<file path="src/rtl/uart_tx_module.sv">
// uart_tx_module: transmit side of the board UART.
// Bytes arrive from result logic in bursts of up to N per cycle and are held
// in a small multi-push / single-pop FIFO. A bit-timing FSM drains the FIFO and
// serialises each byte as an 8N1 frame on tx.
//
// Handshake: a push of `push` bytes is taken only when push <= can_push, and
// then all of data[0..push-1] are enqueued in index order. When push > can_push,
// nothing is enqueued. can_push is computed from registered state, so a pop in
// the same cycle does not raise it until the following cycle.
//
// Ports (uart_tx_module):
//   clk        in   system clock, all logic on posedge
//   arstn      in   asynchronous active-low reset
//   data       in   [N-1:0][7:0] bytes to enqueue, data[0] sent first
//   push       in   number of bytes of data to enqueue this cycle (0..N)
//   can_push   out  min(free FIFO slots, N)
//   tx         out  registered serial line, idles high
//   busy       out  frame in progress or FIFO non-empty
//   fsm_state  out  current FSM state (0 idle, 1 start, 2 data, 3 stop)

// Circular FIFO that accepts up to NI words and releases up to NO words per cycle.
// Ports: wr_data/push/can_push on the write side, rd_data/pop/can_pop on the
// read side. rd_data[0] is the oldest entry. An over-sized push or pop is ignored.
module multi_push_multi_pop_fifo #(
   parameter int W     = 8,
   parameter int DEPTH = 4,
   parameter int NI    = 4,
   parameter int NO    = 1,
   localparam int IW   = $clog2(NI + 1),
   localparam int OW   = $clog2(NO + 1),
   localparam int CW   = $clog2(DEPTH + 1),
   localparam int AW   = (DEPTH > 1) ? $clog2(DEPTH) : 1
) (
   input  logic                   clk,
   input  logic                   arstn,
   input  logic [NI-1:0][W-1:0]   wr_data,
   input  logic [IW-1:0]          push,
   output logic [IW-1:0]          can_push,
   output logic [NO-1:0][W-1:0]   rd_data,
   input  logic [OW-1:0]          pop,
   output logic [OW-1:0]          can_pop
);

   logic [W-1:0]  mem [DEPTH];
   logic [AW-1:0] wr_ptr;
   logic [AW-1:0] rd_ptr;
   logic [CW-1:0] count;
   logic [CW-1:0] free_slots;
   logic [IW-1:0] push_acc;
   logic [OW-1:0] pop_acc;

   // Offsets never exceed DEPTH, so one conditional subtract wraps the pointer
   // even when DEPTH is not a power of two.
   function automatic logic [AW-1:0] wrap_add(input logic [AW-1:0] base, input int unsigned off);
      int unsigned s;
      s = 32'(base) + off;
      if (s >= 32'(DEPTH)) s = s - 32'(DEPTH);
      return AW'(s);
   endfunction

   assign free_slots = CW'(DEPTH) - count;
   assign can_push   = (free_slots > CW'(NI)) ? IW'(NI) : IW'(free_slots);
   assign can_pop    = (count > CW'(NO)) ? OW'(NO) : OW'(count);
   assign push_acc   = (push <= can_push) ? push : '0;
   assign pop_acc    = (pop <= can_pop) ? pop : '0;

   always_ff @(posedge clk or negedge arstn) begin
      if (!arstn) begin
         wr_ptr <= '0;
         rd_ptr <= '0;
         count  <= '0;
      end else begin
         wr_ptr <= wrap_add(wr_ptr, 32'(push_acc));
         rd_ptr <= wrap_add(rd_ptr, 32'(pop_acc));
         count  <= count + CW'(push_acc) - CW'(pop_acc);
      end
   end

   always_ff @(posedge clk) begin
      for (int i = 0; i < NI; i++) begin
         if (32'(push_acc) > 32'(i)) mem[wrap_add(wr_ptr, 32'(i))] <= wr_data[i];
      end
   end

   always_comb begin
      rd_data = '0;
      for (int j = 0; j < NO; j++) rd_data[j] = mem[wrap_add(rd_ptr, 32'(j))];
   end

endmodule

module uart_tx_module #(
   parameter int clk_mhz  = 50,
   parameter int boadrate = 9600,
   parameter int DEPTH    = 4,
   parameter int N        = 4,
   localparam int PW      = $clog2(N + 1)
) (
   input  logic                clk,
   input  logic                arstn,
   input  logic [N-1:0][7:0]   data,
   input  logic [PW-1:0]       push,
   output logic [PW-1:0]       can_push,
   output logic                tx,
   output logic                busy,
   output logic [1:0]          fsm_state
);

   localparam int SCALE = clk_mhz * 1000 * 1000 / boadrate;
   localparam int CNTW  = (SCALE > 1) ? $clog2(SCALE) : 1;
   localparam logic [CNTW-1:0] CNT_MAX = CNTW'(SCALE - 1);

   typedef enum logic [1:0] {S_IDLE = 2'd0, S_START = 2'd1, S_DATA = 2'd2, S_STOP = 2'd3} state_t;

   state_t            state, state_d;
   logic [CNTW-1:0]   bit_cnt, cnt_d;
   logic [2:0]        bit_idx, idx_d;
   logic [7:0]        shift, shift_d;
   logic              tx_q, tx_d;
   logic [0:0]        pop;
   logic [0:0]        can_pop;
   logic [0:0][7:0]   fifo_rd;
   logic              fifo_has;
   logic              bit_end;

   multi_push_multi_pop_fifo #(.W(8), .DEPTH(DEPTH), .NI(N), .NO(1)) u_fifo (
      .clk      (clk),
      .arstn    (arstn),
      .wr_data  (data),
      .push     (push),
      .can_push (can_push),
      .rd_data  (fifo_rd),
      .pop      (pop),
      .can_pop  (can_pop)
   );

   assign fifo_has  = (can_pop != '0);
   assign bit_end   = (bit_cnt == '0);
   assign tx        = tx_q;
   assign busy      = (state != S_IDLE) | fifo_has;
   assign fsm_state = state;

   // State register; tx is registered here too so the line only moves on edges.
   always_ff @(posedge clk or negedge arstn) begin
      if (!arstn) begin
         state   <= S_IDLE;
         bit_cnt <= '0;
         bit_idx <= '0;
         shift   <= '0;
         tx_q    <= 1'b1;
      end else begin
         state   <= state_d;
         bit_cnt <= cnt_d;
         bit_idx <= idx_d;
         shift   <= shift_d;
         tx_q    <= tx_d;
      end
   end

   always_comb begin
      state_d = state;
      case (state)
         S_IDLE:  if (fifo_has) state_d = S_START;
         S_START: if (bit_end) state_d = S_DATA;
         S_DATA:  if (bit_end && (bit_idx == 3'd7)) state_d = S_STOP;
         S_STOP:  if (bit_end) state_d = fifo_has ? S_START : S_IDLE;
         default: state_d = S_IDLE;
      endcase
   end

   // tx_d is the level for the coming bit period; it changes only on a bit
   // boundary or when a byte is popped, which starts the start bit.
   always_comb begin
      pop     = 1'b0;
      cnt_d   = bit_cnt;
      idx_d   = bit_idx;
      shift_d = shift;
      tx_d    = tx_q;
      case (state)
         S_IDLE: begin
            tx_d = 1'b1;
            if (fifo_has) begin
               pop     = 1'b1;
               shift_d = fifo_rd[0];
               cnt_d   = CNT_MAX;
               tx_d    = 1'b0;
            end
         end
         S_START: begin
            if (bit_end) begin
               cnt_d = CNT_MAX;
               idx_d = 3'd0;
               tx_d  = shift[0];
            end else begin
               cnt_d = bit_cnt - 1'b1;
            end
         end
         S_DATA: begin
            if (bit_end) begin
               cnt_d = CNT_MAX;
               if (bit_idx == 3'd7) begin
                  tx_d = 1'b1;
               end else begin
                  idx_d = bit_idx + 3'd1;
                  tx_d  = shift[bit_idx + 3'd1];
               end
            end else begin
               cnt_d = bit_cnt - 1'b1;
            end
         end
         S_STOP: begin
            if (bit_end) begin
               cnt_d = CNT_MAX;
               if (fifo_has) begin
                  // Back-to-back frame: next start bit follows the stop bit directly.
                  pop     = 1'b1;
                  shift_d = fifo_rd[0];
                  tx_d    = 1'b0;
               end else begin
                  tx_d = 1'b1;
               end
            end else begin
               cnt_d = bit_cnt - 1'b1;
            end
         end
         default: begin
            tx_d = 1'b1;
         end
      endcase
   end

endmodule

</file>
<file path="config.mk">
export PLATFORM = sky130hd
export DESIGN_NAME = uart_tx_module
export DESIGN_NICKNAME = d
export VERILOG_FILES = /design/src/rtl/uart_tx_module.sv
export SDC_FILE = /design/constraint.sdc
export NUM_CORES = 1
export LEC_CHECK = 0
export ABC_CLOCK_PERIOD_IN_PS = 7100
export CORE_UTILIZATION = 40
export CTS_CLUSTER_SIZE = 24
export DETAILED_ROUTE_END_ITERATION = 8
export GPL_ROUTABILITY_DRIVEN = 0
export HOLD_SLACK_MARGIN = 0.12
export PLACE_DENSITY_LB_ADDON = 0.1
export REMOVE_ABC_BUFFERS = 1
export SLEW_MARGIN = 20
export SYNTH_ARGS = -nofsm -noshare
export SYNTH_HDL_FRONTEND = slang
export SYNTH_SLANG_ARGS = --single-unit
</file>
<file path="constraint.sdc">
create_clock -name clk -period 7.1 [get_ports clk]
set_input_delay 1.42 -clock clk [delete_from_list [all_inputs] [get_ports clk]]
set_output_delay 1.42 -clock clk [all_outputs]
set_load 0.03 [all_outputs]
</file>
==> flow_summary.json, run 1 <==
{
  "run_status": "finished clean",
  "fin_total_pwr_mw": 2.828,
  "clkTransAtPathRegs_ns": 0.06,
  "clock_skew_ns": 0.002842,
  "grt_start_max_net_pins": 36,
  "cts_resized": 0,
  "max_clock_freq_ghz": 0.2043,
  "avgSynthCellArea_um2": 9.916,
  "nets": 551,
  "cellLeakagePower_nw": 1.954,
  "synth_commonest_cells": "o21ai_0, a21oi_1, dfrtp_1",
  "clock_path_buffers": 2,
  "synthDominantCellAreaShare": 0.2080,
  "power.density_cell_area_mw_per_mm2": 522.3,
  "syn_area_mm2": 0.004621,
  "layout-drive-gt1-share": 0.1082,
  "finalHoldViolations": 0,
  "path_max_fanout": 35,
  "slew_headroom": 0.3072,
  "flow.area_growth_from_synthesis_pct": 17.19,
  "die_w_um": 109.5,
  "rows": 38,
  "detailedRoute.firstIterationViolations": 313,
  "drt_pass1_iterations": 6,
  "dominantRegCellSynth": "dfrtp_1",
  "drt-total-wl_um": 11340,
  "routed-via-count": 3825,
  "cts_root_buf": "clkbuf_16",
  "tritoncts.num_buffers": 9,
  "postCtsSetupRepairBufs": 0,
  "yosys.cell_count.top_type": "o21ai_0",
  "yosys_warnings": 0,
  "yosysSeqAreaShare": 0.3924,
  "post_synth_edffs": 32,
  "finalSetupViolCount": 0,
  "worstHoldPathType": "reg -> reg",
  "placeableCoreArea_mm2": 0.01103,
  "tritoncts_num_sinks": 66,
  "layoutNonFillerInstCount": 639,
  "crit_path_end_kind": "register",
  "worst_ep_required_time_ns": 7.30,
  "final.setup.tns_ns": 0,
  "drc_violations": 0,
  "route.detailed.wl_per_inst_um": 17.75,
  "dp_hpwl_um": 8805,
  "effective_utilization_at_floorplan": 0.4189,
  "total_die_area_mm2": 0.01199,
  "placedCellCount": 624,
  "ys_seq_elements": 66,
  "vdd_drop_max_mv": 0.4738,
  "synth_area_leaders": "edfxtp_1, dfrtp_1, o21ai_0, o2bb2ai_1, ha_1",
  "tightest_slew_ns": 1.039,
  "cts_tree": "built",
  "grt_pass1_vias": 3727,
  "postLayoutCoreUtil": 0.4909,
  "crit_type": "in -> reg",
  "die_y_um": 109.5,
  "postSynthCellCount": 466,
  "final_min_period_over_clock_period": 0.6893,
  "grt_setup_unrepaired": "no",
  "start_kind": "primary input",
  "antenna_diode_count": 0,
  "drtAntennaViolNets": 0,
  "layout_min_cycle_time_ns": 4.894,
  "setup_ws_ns": 2.206,
  "dp_worst_setup_slack_ns": 1.697,
  "viasPerCell": 5.986,
  "synth.largest_area_cell": "edfxtp_1",
  "finalMaxSlewViolations": 0,
  "num_io_pins": 44,
  "cts.htree.levels": 3,
  "grt_pass1_wl_um": 18700,
  "clock_latency_on_the_worst_skew_pair_ns": 0.33,
  "synthDistinctLibCells": 59,
  "ctsHoldBuffers": 0,
  "worst_ep_arrival_time_ns": 5.09,
  "track_usage": 0.2025,
  "ys_async_sr_fraction": 0.5152,
  "fillers": 1030,
  "port_buffers": 43,
  "drv_cap": 0,
  "global_route.overflow_total": 0,
  "antenna_violations_before_repair": 0
}
[cell usage in the layout (no fill, tap or decap), types with 9 or more instances in the layout]
cell,count
a211oi_1,28
a21oi_1,43
clkbuf_16,9
clkdlybuf4s50_1,43
dfrtp_1,33
edfxtp_1,32
ha_1,18
inv_1,18
mux4_2,10
nand2_1,26
nand3_1,27
nor2_1,17
o21ai_0,52
o2bb2ai_1,28
xnor2_1,9
[worst max-delay path: stages]
cell and delay [ns]:
clkdlybuf4s50_1 0.79, ha_1 0.32, a211o_1 0.82, nand2_1 0.40
nand2_1 0.22, ha_1 0.27, fa_1 0.43, xor2_1 0.16
xnor2_1 0.13, xnor2_1 0.12
[cells by family (layout without fill, tap and decap cells)]
family | count (synthesis) | after routing | share of synthesized area
compound gates | 196 | 196 | 0.2822
simple gates | 101 | 101 | 0.1156
flops | 66 | 66 | 0.3924
buf+inv | 45 | 78 | 0.04062
mux | 23 | 23 | 0.08584
fa+ha+maj | 19 | 19 | 0.05307
xor+xnor | 16 | 16 | 0.03033
[cell type report]
class,instances,area [µm²],area share
clock buffer,9,225.2,0.04159
clock inverter,6,67.56,0.01248
inverter,18,67.56,0.01248
multi-input combinational,355,2621,0.4841
sequential,66,1813,0.3348
tap,140,175.2,0.03235
timing repair buffer,45,445.4,0.08226
[registers in the layout, indices dropped and copies added (netlist names)]
| register | cells |
|---|---|
| u_fifo.mem | 32 |
| bit_cnt | 13 |
| shift | 8 |
| bit_idx | 3 |
| u_fifo.count | 3 |
| fsm_state | 2 |
| u_fifo.rd_ptr | 2 |
| u_fifo.wr_ptr | 2 |
| tx | 1 |
[report_power, final]
group	internal (mW)	switching, mW
sequential	0.678	0.124
combinational	0.609	0.988
clock	0.270	0.159
[metrics by stage]
stage | hold WS [ns] | area [µm²]
finish | 0.4827 | 5415
global route | 0.5064 | 5415
CTS | 0.4750 | 5414
detailed placement | 0.4669 | 5121
global placement | 0.4692 | 5121
floorplan | 0.4764 | 4501
[per-layer routing]
metal	global-route usage	part of all wire	vias up
li1	-	-	1855
met1	0.2672	0.46	1803
met2	0.3284	0.46	145
met3	0.03379	0.053	22
met4	0.08571	0.022	0
met5	0	0	-
[worst paths after layout]
path	startpoint	to	slack, ns	cells past startpoint
worst max register to register	u_fifo.count[0]$_DFF_PN0_	u_fifo.count[2]$_DFF_PN0_	2.96	14
worst min-delay path	tx$_DFFE_PN1P_	tx$_DFFE_PN1P_	0.48	2
min in group asynchronous	arstn	bit_cnt[6]$_DFFE_PN0N_	1.50	2
worst max-delay path	push[2]	u_fifo.count[2]$_DFF_PN0_	2.21	10
worst min register to register	tx$_DFFE_PN1P_	tx$_DFFE_PN1P_	0.48	2
max in group asynchronous	arstn	tx$_DFFE_PN1P_	5.27	2
Note: power is estimated with default switching activity, not from simulation.
==> run 2: changes to the inputs <==
--- a/config.mk
+++ b/config.mk
@@ -5,7 +5,7 @@
 export SDC_FILE = /design/constraint.sdc
 export NUM_CORES = 1
 export LEC_CHECK = 0
-export ABC_CLOCK_PERIOD_IN_PS = 7100
+export ABC_CLOCK_PERIOD_IN_PS = 5100
 export CORE_UTILIZATION = 40
 export CTS_CLUSTER_SIZE = 24
 export DETAILED_ROUTE_END_ITERATION = 8
==> constraint.sdc (replaced) <==
create_clock -name clk -period 5.1 [get_ports clk]
set_input_delay 1.02 -clock clk [delete_from_list [all_inputs] [get_ports clk]]
set_output_delay 1.02 -clock clk [all_outputs]
set_load 0.03 [all_outputs]
==> run 2 against run 1 <==
Sequential share of layout area fell by 0.14 points. Via count grew 0.16%. First-iteration DRC count grew 9.9%. Non-clock buffer count grew 2. Combinational power grew 41%. Flip-flop and latch count stayed put.
==> flow_summary.json, run 2 (synthesis results as in run 1) <==
{
  "worstPathBufferInverterCount": 1,
  "placeableCoreArea_mm2": 0.01103,
  "viasPerCell": 5.967,
  "leading_cell_type_in_the_layout_fill_and_taps_excluded": "o21ai_0",
  "grt_pass1_wl_um": 19060,
  "total_die_area_mm2": 0.01199,
  "vdd_drop_max_mv": 0.4163,
  "start_kind": "primary input",
  "commonest_cells_after_routing_fill_and_taps_aside": "o21ai_0, a21oi_1, clkdlybuf4s50_1",
  "slew_headroom": 0.3502,
  "rows": 38,
  "grt_pass1_vias": 3777,
  "antenna_violations_before_repair": 0,
  "clkTransAtPathRegs_ns": 0.06,
  "grt_setup_unrepaired": "no",
  "layout-drive-gt1-share": 0.1096,
  "met3_usage": 0.04683,
  "final_min_period_over_clock_period": 0.7613,
  "drtAntennaViolNets": 0,
  "clock_path_buffers": 2,
  "gr-usage-met1": 0.2660,
  "grt_start_max_net_pins": 35,
  "nets": 553,
  "drc_violations": 0,
  "clock_skew_ns": 0.007792,
  "antenna_diode_count": 0,
  "tritoncts.num_buffers": 9,
  "finalSetupViolCount": 0,
  "layout_min_cycle_time_ns": 3.883,
  "max_clock_freq_ghz": 0.2576,
  "crit_type": "in -> reg",
  "tritoncts_num_sinks": 66,
  "run_status": "finished clean",
  "dp_hpwl_um": 8842,
  "final_design_area_no_fill_mm2": 0.005438,
  "timing.critical_path.slowest_cell_delay_ns": 0.82,
  "dpl-instance-area_mm2": 0.005136,
  "busiest_layer": "met2",
  "crit_path_cell_trace": "clkdlybuf4s50_1 > ha_1 > a211oi_2 > o21ai_0 > nor2_1 > o2bb2ai_1",
  "drt-total-wl_um": 11380,
  "path_max_fanout": 16,
  "finalHoldViolations": 0,
  "track_usage": 0.2070,
  "cellLeakagePower_nw": 1.969,
  "crit_path_end_kind": "register",
  "drt_pass1_iterations": 5,
  "routed-via-count": 3831,
  "cts_tree": "built",
  "cts_resized": 0,
  "num_io_pins": 44,
  "route.detailed.wl_per_inst_um": 17.72,
  "postCtsSetupRepairBufs": 0,
  "grt.met2_usage": 0.3378,
  "postLayoutCoreUtil": 0.4930,
  "cts_root_buf": "clkbuf_16",
  "detailedRoute.firstIterationViolations": 344,
  "clock_latency_on_the_worst_skew_pair_ns": 0.33,
  "dp_worst_setup_slack_ns": 0.9417,
  "tightest_slew_ns": 0.9729,
  "die_w_um": 109.5,
  "die_y_um": 109.5,
  "largest_reg_flops": 32,
  "power.density_cell_area_mw_per_mm2": 732.4,
  "port_buffers": 43,
  "effective_utilization_at_floorplan": 0.4189,
  "top_regs": "u_fifo.mem: 32 flops, bit_cnt: 13 flops, shift: 8 flops",
  "setup_ws_ns": 1.217,
  "finalMaxSlewViolations": 0,
  "final.setup.tns_ns": 0,
  "largest_register": "u_fifo.mem",
  "worstHoldPathType": "reg -> reg",
  "worst_ep_required_time_ns": 5.26,
  "critPathSlowestCell": "a211oi_2",
  "cts.htree.levels": 3,
  "ctsHoldBuffers": 0,
  "path_delay_family": "compound AO/OA/AOI/OAI gates",
  "global_route.overflow_total": 0,
  "flow.area_growth_from_synthesis_pct": 17.68,
  "drv_cap": 0,
  "worst_ep_arrival_time_ns": 4.04
}
==> run 2: changes by cell type in the layout (fill, tap and decap cells not counted) <==
cell / change
o21a_2: -1
clkinv_1: +1
buf_4: +2
clkinvlp_4: -1
inv_6: +2
clkinv_2: -1
o21a_1: +1
==> run 2: metal layers <==
layer | vias up | routed length, µm
met3 | 12 | 545
met4 | 0 | 159
met1 | 1815 | 5213
li1 | 1869 | -
met2 | 135 | 5460
met5 | - | 0
==> run 2: final timing paths <==
path                            slack, ns  cells after the start                          to                       from
worst max-delay path                 1.22                      6  u_fifo.mem[0][3]$_DFFE_PP_                    push[2]
min in group asynchronous            1.09                      2      bit_cnt[6]$_DFFE_PN0N_                      arstn
worst min-delay path                 0.48                      2              tx$_DFFE_PN1P_             tx$_DFFE_PN1P_
max in group asynchronous            3.66                      2              tx$_DFFE_PN1P_                      arstn
worst min register to register       0.48                      2              tx$_DFFE_PN1P_             tx$_DFFE_PN1P_
worst max register to register       1.62                     10  u_fifo.mem[0][3]$_DFFE_PP_  u_fifo.count[0]$_DFF_PN0_
==> run 2: cell type report <==
class | count | area [µm²]
Fill cell | 1025 | 5593
Timing Repair Buffer | 47 | 460.4
Clock buffer | 9 | 225.2
Multi-Input combinational cell | 355 | 2620
Sequential cell | 66 | 1813
Inverter | 18 | 67.56
Clock inverter | 7 | 76.32
Tap cell | 140 | 175.2
==> run 2: where the power goes <==
group / internal, mW / switching (mW)
sequential: 0.943 / 0.171
combinational: 0.868 / 1.38
clock: 0.382 / 0.237
==> run 2: through the flow <==
stage	hold slack [ns]	power [mW]	std cells
6_report	0.4753	3.982	642
5_1_grt	0.5160	4.285	642
2_1_floorplan	0.4764	2.685	439
3_3_place_gp	0.4667	3.318	626
3_5_place_dp	0.4683	3.358	626
4_1_cts	0.4767	3.994	642
==> run 2: worst register-to-register path: stages (launching register included) <==
cell	delay, ns
dfrtp_1	0.44
inv_1	0.10
ha_1	0.15
inv_1	0.04
ha_1	0.16
nand2b_1	0.17
ha_1	0.33
a211oi_2	0.81
o21ai_0	0.41
nor2_1	0.49
o2bb2ai_1	0.20
==> run 3: changes to the inputs <==
--- a/config.mk
+++ b/config.mk
@@ -5,7 +5,7 @@
 export SDC_FILE = /design/constraint.sdc
 export NUM_CORES = 1
 export LEC_CHECK = 0
-export ABC_CLOCK_PERIOD_IN_PS = 5100
+export ABC_CLOCK_PERIOD_IN_PS = 3100
 export CORE_UTILIZATION = 40
 export CTS_CLUSTER_SIZE = 24
 export DETAILED_ROUTE_END_ITERATION = 8
==> constraint.sdc (replaced) <==
create_clock -name clk -period 3.1 [get_ports clk]
set_input_delay 0.62 -clock clk [delete_from_list [all_inputs] [get_ports clk]]
set_output_delay 0.62 -clock clk [all_outputs]
set_load 0.03 [all_outputs]
==> run 3 against run 2 <==
Combinational power is 78% higher. First-iteration DRC count is 24% lower. Sequential power increased by 64%. Die area did not move. Flip-flop and latch count unchanged. Largest power group unchanged. Critical path depth rose by 8. Total power is 72% higher. Via count grew 1.5%. Final cell count increased by 3.3%. Worst hold slack improved by 0.0040 ns. Count of clock-buffer cells in the layout unchanged.
==> flow_summary.json, run 3 (synthesis results as in run 1) <==
{
  "grt_setup_unrepaired": "yes",
  "top_regs": "u_fifo.mem: 32 flops, bit_cnt: 13 flops, shift: 8 flops",
  "ctsHoldBuffers": 0,
  "hold_path.startpoint": "tx$_DFFE_PN1P_",
  "worstReg2RegEnd": "u_fifo.count[2]$_DFF_PN0_",
  "worstPathBufferInverterCount": 2,
  "die_y_um": 109.5,
  "max_clock_freq_ghz": 0.3396,
  "cts_tree": "built",
  "finalSetupViolCount": 0,
  "power.density_cell_area_mw_per_mm2": 1214,
  "detailedRoute.firstIterationViolations": 262,
  "cts.htree.levels": 3,
  "vdd_drop_max_mv": 1.345,
  "flow.area_growth_from_synthesis_pct": 22.26,
  "leading_cell_type_in_the_layout_fill_and_taps_excluded": "o21ai_0",
  "clock_path_buffers": 2,
  "grt_pass1_vias": 3722,
  "final_min_period_over_clock_period": 0.9498,
  "route.detailed.wl_per_inst_um": 17.19,
  "run_status": "finished clean",
  "clock_skew_ns": 0.009243,
  "cts_root_buf": "clkbuf_16",
  "rows": 38,
  "crit_path_cell_trace": "inv_1 > ha_1 > inv_1 > ha_1 > nand2b_2 > ha_4 > a211o_1 > nand2_1 > nand2_1 > ha_4 > fa_1 > xor2_1 > xnor2_1 > xnor2_1",
  "total_die_area_mm2": 0.01199,
  "regToRegStartpoint": "u_fifo.count[1]$_DFF_PN0_",
  "grt_start_max_net_pins": 35,
  "fin_total_pwr_mw": 6.858,
  "global_route.overflow_total": 0,
  "cellLeakagePower_nw": 2.083,
  "slew_headroom": 0.4886,
  "largest_reg_flops": 32,
  "busiest_layer": "met2",
  "tritoncts_num_sinks": 66,
  "start_kind": "register",
  "die_w_um": 109.5,
  "track_usage": 0.2050,
  "tightest_slew_ns": 0.7591,
  "drtAntennaViolNets": 0,
  "layout-drive-gt1-share": 0.1549,
  "hold_path_end": "tx$_DFFE_PN1P_",
  "ff_latch_area_mm2": 0.001813,
  "effective_utilization_at_floorplan": 0.4189,
  "worstHoldPathType": "reg -> reg",
  "routed-via-count": 3889,
  "drt_pass1_iterations": 7,
  "crit_type": "reg -> reg",
  "port_buffers": 43,
  "whs_path_depth": 2,
  "crit_path_end_kind": "register",
  "tritoncts.num_buffers": 9,
  "path_max_fanout": 3,
  "drc_violations": 0,
  "largest_register": "u_fifo.mem",
  "multiInputGateArea_mm2": 0.002653,
  "worst_ep_arrival_time_ns": 3.15,
  "dp_worst_setup_slack_ns": -0.05716,
  "timing.critical_path.slowest_cell_delay_ns": 0.43,
  "clkTransAtPathRegs_ns": 0.06,
  "antenna_diode_count": 0,
  "layout_min_cycle_time_ns": 2.944,
  "met3_usage": 0.03201,
  "fillers": 1033,
  "grt_pass1_wl_um": 18800,
  "drv_cap": 0,
  "gr-usage-met1": 0.2768,
  "drt-total-wl_um": 11400,
  "worst_ep_required_time_ns": 3.31,
  "grt.met2_usage": 0.3293,
  "r2r_cells": 14,
  "nets": 574,
  "placeableCoreArea_mm2": 0.01103,
  "critPathSlowestCell": "fa_1",
  "finalMaxSlewViolations": 0,
  "clock_latency_on_the_worst_skew_pair_ns": 0.33,
  "dp_hpwl_um": 8999,
  "num_io_pins": 44,
  "path_delay_family": "adder cells",
  "viasPerCell": 5.866,
  "antenna_violations_before_repair": 0,
  "dpl-instance-area_mm2": 0.005306,
  "setup_ws_ns": 0.1557,
  "commonest_cells_after_routing_fill_and_taps_aside": "o21ai_0, a21oi_1, clkdlybuf4s50_1",
  "final_design_area_no_fill_mm2": 0.005649,
  "finalHoldViolations": 0,
  "minimum_setup_slack_among_reg_to_reg_paths_ns": 0.16
}
-- run 3: cell count changes in the layout (fill, tap and decap cells not counted), moves of 2 or more --
cell / delta
ha_4: +2
o21ai_0: -2
ha_1: -2
buf_4: +20
o21ai_1: +2
-- run 3: worst register-to-register path, delay by kind of cell (launching register included) --
family | cells | cell delay [ns]
adder cells (fa/ha/maj) | 5 | 1.19
XOR/XNOR | 3 | 0.42
AND/OR/NAND/NOR | 3 | 0.41
flip-flops | 1 | 0.38
AO/OA/AOI/OAI | 1 | 0.29
buffers and inverters | 2 | 0.12
-- run 3: cell type report --
| cell class | count | area share |
|---|---|---|
| Multi-Input combinational cell | 355 | 0.4695 |
| Sequential cell | 66 | 0.3209 |
| Timing Repair Buffer | 68 | 0.1121 |
| Clock buffer | 9 | 0.03987 |
| Tap cell | 140 | 0.03101 |
| Clock inverter | 7 | 0.01462 |
| Inverter | 18 | 0.01196 |
-- run 3: worst max-delay path by stage --
| stage | start | end | slack (ns) | cells past startpoint |
|---|---|---|---|---|
| after floorplan | u_fifo.count[0]$_DFF_PN0_ | u_fifo.count[2]$_DFF_PN0_ | -0.58 | 15 |
| after global placement | push[1] | u_fifo.count[2]$_DFF_PN0_ | -0.04 | 10 |
| after detailed placement | push[1] | u_fifo.count[2]$_DFF_PN0_ | -0.06 | 10 |
| after CTS | u_fifo.count[1]$_DFF_PN0_ | u_fifo.count[2]$_DFF_PN0_ | 0.008 | 14 |
| after global routing | u_fifo.count[1]$_DFF_PN0_ | u_fifo.count[2]$_DFF_PN0_ | -0.03 | 15 |
| final | u_fifo.count[1]$_DFF_PN0_ | u_fifo.count[2]$_DFF_PN0_ | 0.16 | 14 |
-- run 3: repair_timing --
action                     in CTS  in global routing
buffers inserted                0                  0
gates resized for setup         0                  7
setup endpoints to repair       0                 30
-- run 3: power by group --
| group | internal [mW] | switching, mW |
|---|---|---|
| clock | 0.636 | 0.404 |
| combinational | 1.68 | 2.32 |
| sequential | 1.55 | 0.270 |
-- run 3: stage by stage --
step	TNS, ns	hold WS [ns]	cells	utilization
floorplan	-1.081	0.3244	439	-
global placement	-0.03520	0.4645	647	0.4811
detailed placement	-0.05716	0.4659	647	0.4811
CTS	0	0.4746	663	0.5090
global route	-0.05854	0.5186	663	0.5121
finish	0	0.4794	663	0.5121
-- run 3: per-layer routing --
metal,up-vias,routed length [µm]
met4,0,125
met1,1844,5281
li1,1906,-
met3,7,640
met5,-,0
met2,132,5351
==> edit: new RTL, settings of run 3 <==
Make the reset (`arstn`) synchronous in 2 clocked blocks. Comments in the files are not updated.
--- a/src/rtl/uart_tx_module.sv
+++ b/src/rtl/uart_tx_module.sv
@@ -66,3 +66,3 @@
 
-   always_ff @(posedge clk or negedge arstn) begin
+   always_ff @(posedge clk) begin
       if (!arstn) begin
@@ -143,3 +143,3 @@
    // State register; tx is registered here too so the line only moves on edges.
-   always_ff @(posedge clk or negedge arstn) begin
+   always_ff @(posedge clk) begin
       if (!arstn) begin
Behaviour: differs if arstn is asserted again (counterexample within 4 cycles, from zero or initial values and one cycle with arstn low); with arstn held inactive, the same outputs for 10 cycles.
==> edit against run 3 <==
  * Sequential cell count unchanged
  * Cell count grew 6.9%
  * Worst setup slack got worse by 0.078 ns
  * Wire length up 4.2%
  * Critical endpoint is now u_fifo.count[2]
  * Final area rose by 1.1%
  * Synthesized area is 1.7% lower
  * Power decreased by 2.1%
  * Via count rose by 5.0%
==> edit: results (changes against run 3) <==
GRT
  – GRT Util Overall: 21.2% (+0.74 points)
  – Vias in the first global route: 3899 (+4.8%)
  – First-pass GRT wire length: 19400 µm (+3.5%)

Status
  – Status: completed

Critical path
  – Crit. Startpoint: bit_cnt[0]
  – Worst Path Arrival: 3.24 ns (+0.09 ns)
  – Critical path's slowest cell: or3b_4
  – R2r worst-path depth: 15 (+1)
  – Slowest cell delay on critical path: 0.38 ns (-0.05 ns)
  – Crit-path max FO: 2 (-1)
  – Reg2reg setup slack: 0.08 ns (-0.08 ns)
  – RR Startpoint: bit_cnt[0]
  – Worst R2R End: u_fifo.count[2]

Power and ir drop
  – Cell Pwr Density: 1170 mW/mm² (-3.2%)
  – Static leakage: 2.02 nW (-2.8%)

Route
  – Drt pass-1 iters: 4 (-3)
  – Initial DRC count: 393 (+50%)
  – Wirelength per Cell: 16.8 µm (-2.6%)
  – Vias per cell: 5.76 (-1.8%)

Cells and area
  – Final nets: 622 (+8.4%)

Placed design
  – Post-Place Setup Slack: -0.255 ns (-0.197 ns)
  – Placed Area: 0.00532 mm² (+0.17%)
  – DPL Wire Length: 9170 µm (+2.0%)

STA
  – Clock skew: 0.00383 ns (-0.00542 ns)
  – Period Utilization, post-route: 97.5% (+2.5 points)

Synthesis
  – Async SR Flop Fraction: 0% (-52 points)
  – Synth top cells by count: o21ai_0, a21oi_1, nand3_1, dfxtp_1, edfxtp_1
  – Post-synthesis mux area share: 5.73% (-2.9 points)
  – Distinct cells, synth: 54 (-8.5%)
  – Post-Synth XOR/XNOR Area: 3.28% (+0.25 points)
  – Seq/Total Area, Yosys: 36.2% (-3.1 points)
  – Synth area leaders: edfxtp_1, dfxtp_1, ha_1, o21ai_0, o2bb2ai_1
  – Complex-gate fraction of the synthesized area: 29.3% (+1.0 points)
  – Post-synthesis adder-cell area fraction: 5.95% (+0.64 points)
==> edit: power groups by stage <==
stage                     clock, mW  sequential [mW]  combinational [mW]
after floorplan                   0             1.74                2.37
after global placement            0             1.76                3.70
after detailed placement          0             1.77                3.76
after CTS                     0.946             1.76                3.88
after global routing          0.985             1.82                4.42
final                         0.922             1.76                4.03
==> edit: logic make-up (layout without fill, tap and decap cells) <==
| logic type | Yosys count | in the layout |
|---|---|---|
| muxes | 16 | 16 |
| AOI/OAI and AO/OA | 200 | 200 |
| buffers and inverters | 50 | 115 |
| xor gates and xnor gates | 17 | 17 |
| DFF | 66 | 66 |
| and+or+nand+nor | 134 | 134 |
| adders and majority gates | 21 | 21 |
==> edit: repair_timing <==
action                                  CTS  global route
endpoints found under the setup margin    1            24
setup buffers                             3             1
pin swaps                                 3             7
resized for setup                         5            15
==> edit: worst min path at each step <==
stage / cells past startpoint / slack (ns) / to / from
global route: 2 / 0.49 / shift[2] / shift[2]
detailed placement: 2 / 0.45 / shift[6] / shift[6]
floorplan: 2 / 0.44 / shift[1] / shift[1]
CTS: 2 / 0.46 / shift[6] / shift[6]
global placement: 2 / 0.45 / shift[5] / shift[5]
finish: 2 / 0.46 / shift[6] / shift[6]
==> edit: area by class of cell <==
cell class                      instances  area, µm²
Timing Repair Buffer                   82        761
Multi-Input combinational cell        388       2790
Clock buffer                            9        225
Sequential cell                        66       1640
Inverter                               17       63.8
Clock inverter                          7       55.1
Fill cell                            1012       5220
Tap cell                              140        175
==> edit: routing by layer <==
metal	part of all wire, %	GRT usage [%]	vias to the layer above
met5	0	0	-
met4	1.4	8.40	0
met3	4.7	2.41	12
met2	48	35.2	128
met1	46	28.2	1889
li1	-	-	2054
==> edit: critical path, delay by kind of cell (launching register included) <==
family                     cells  cell delay, ns
adders and majority gates      4            0.80
AOI/OAI and AO/OA              1            0.10
and+or+nand+nor                4            1.01
xor gates and xnor gates       3            0.42
DFF                            1            0.32
buffers and inverters          3            0.28
==> edit: stage by stage <==
step | hold WS [ns] | instances
detailed placement | 0.455 | 689
finish | 0.461 | 709
global route | 0.492 | 709
CTS | 0.462 | 708
global placement | 0.445 | 689
floorplan | 0.435 | 471
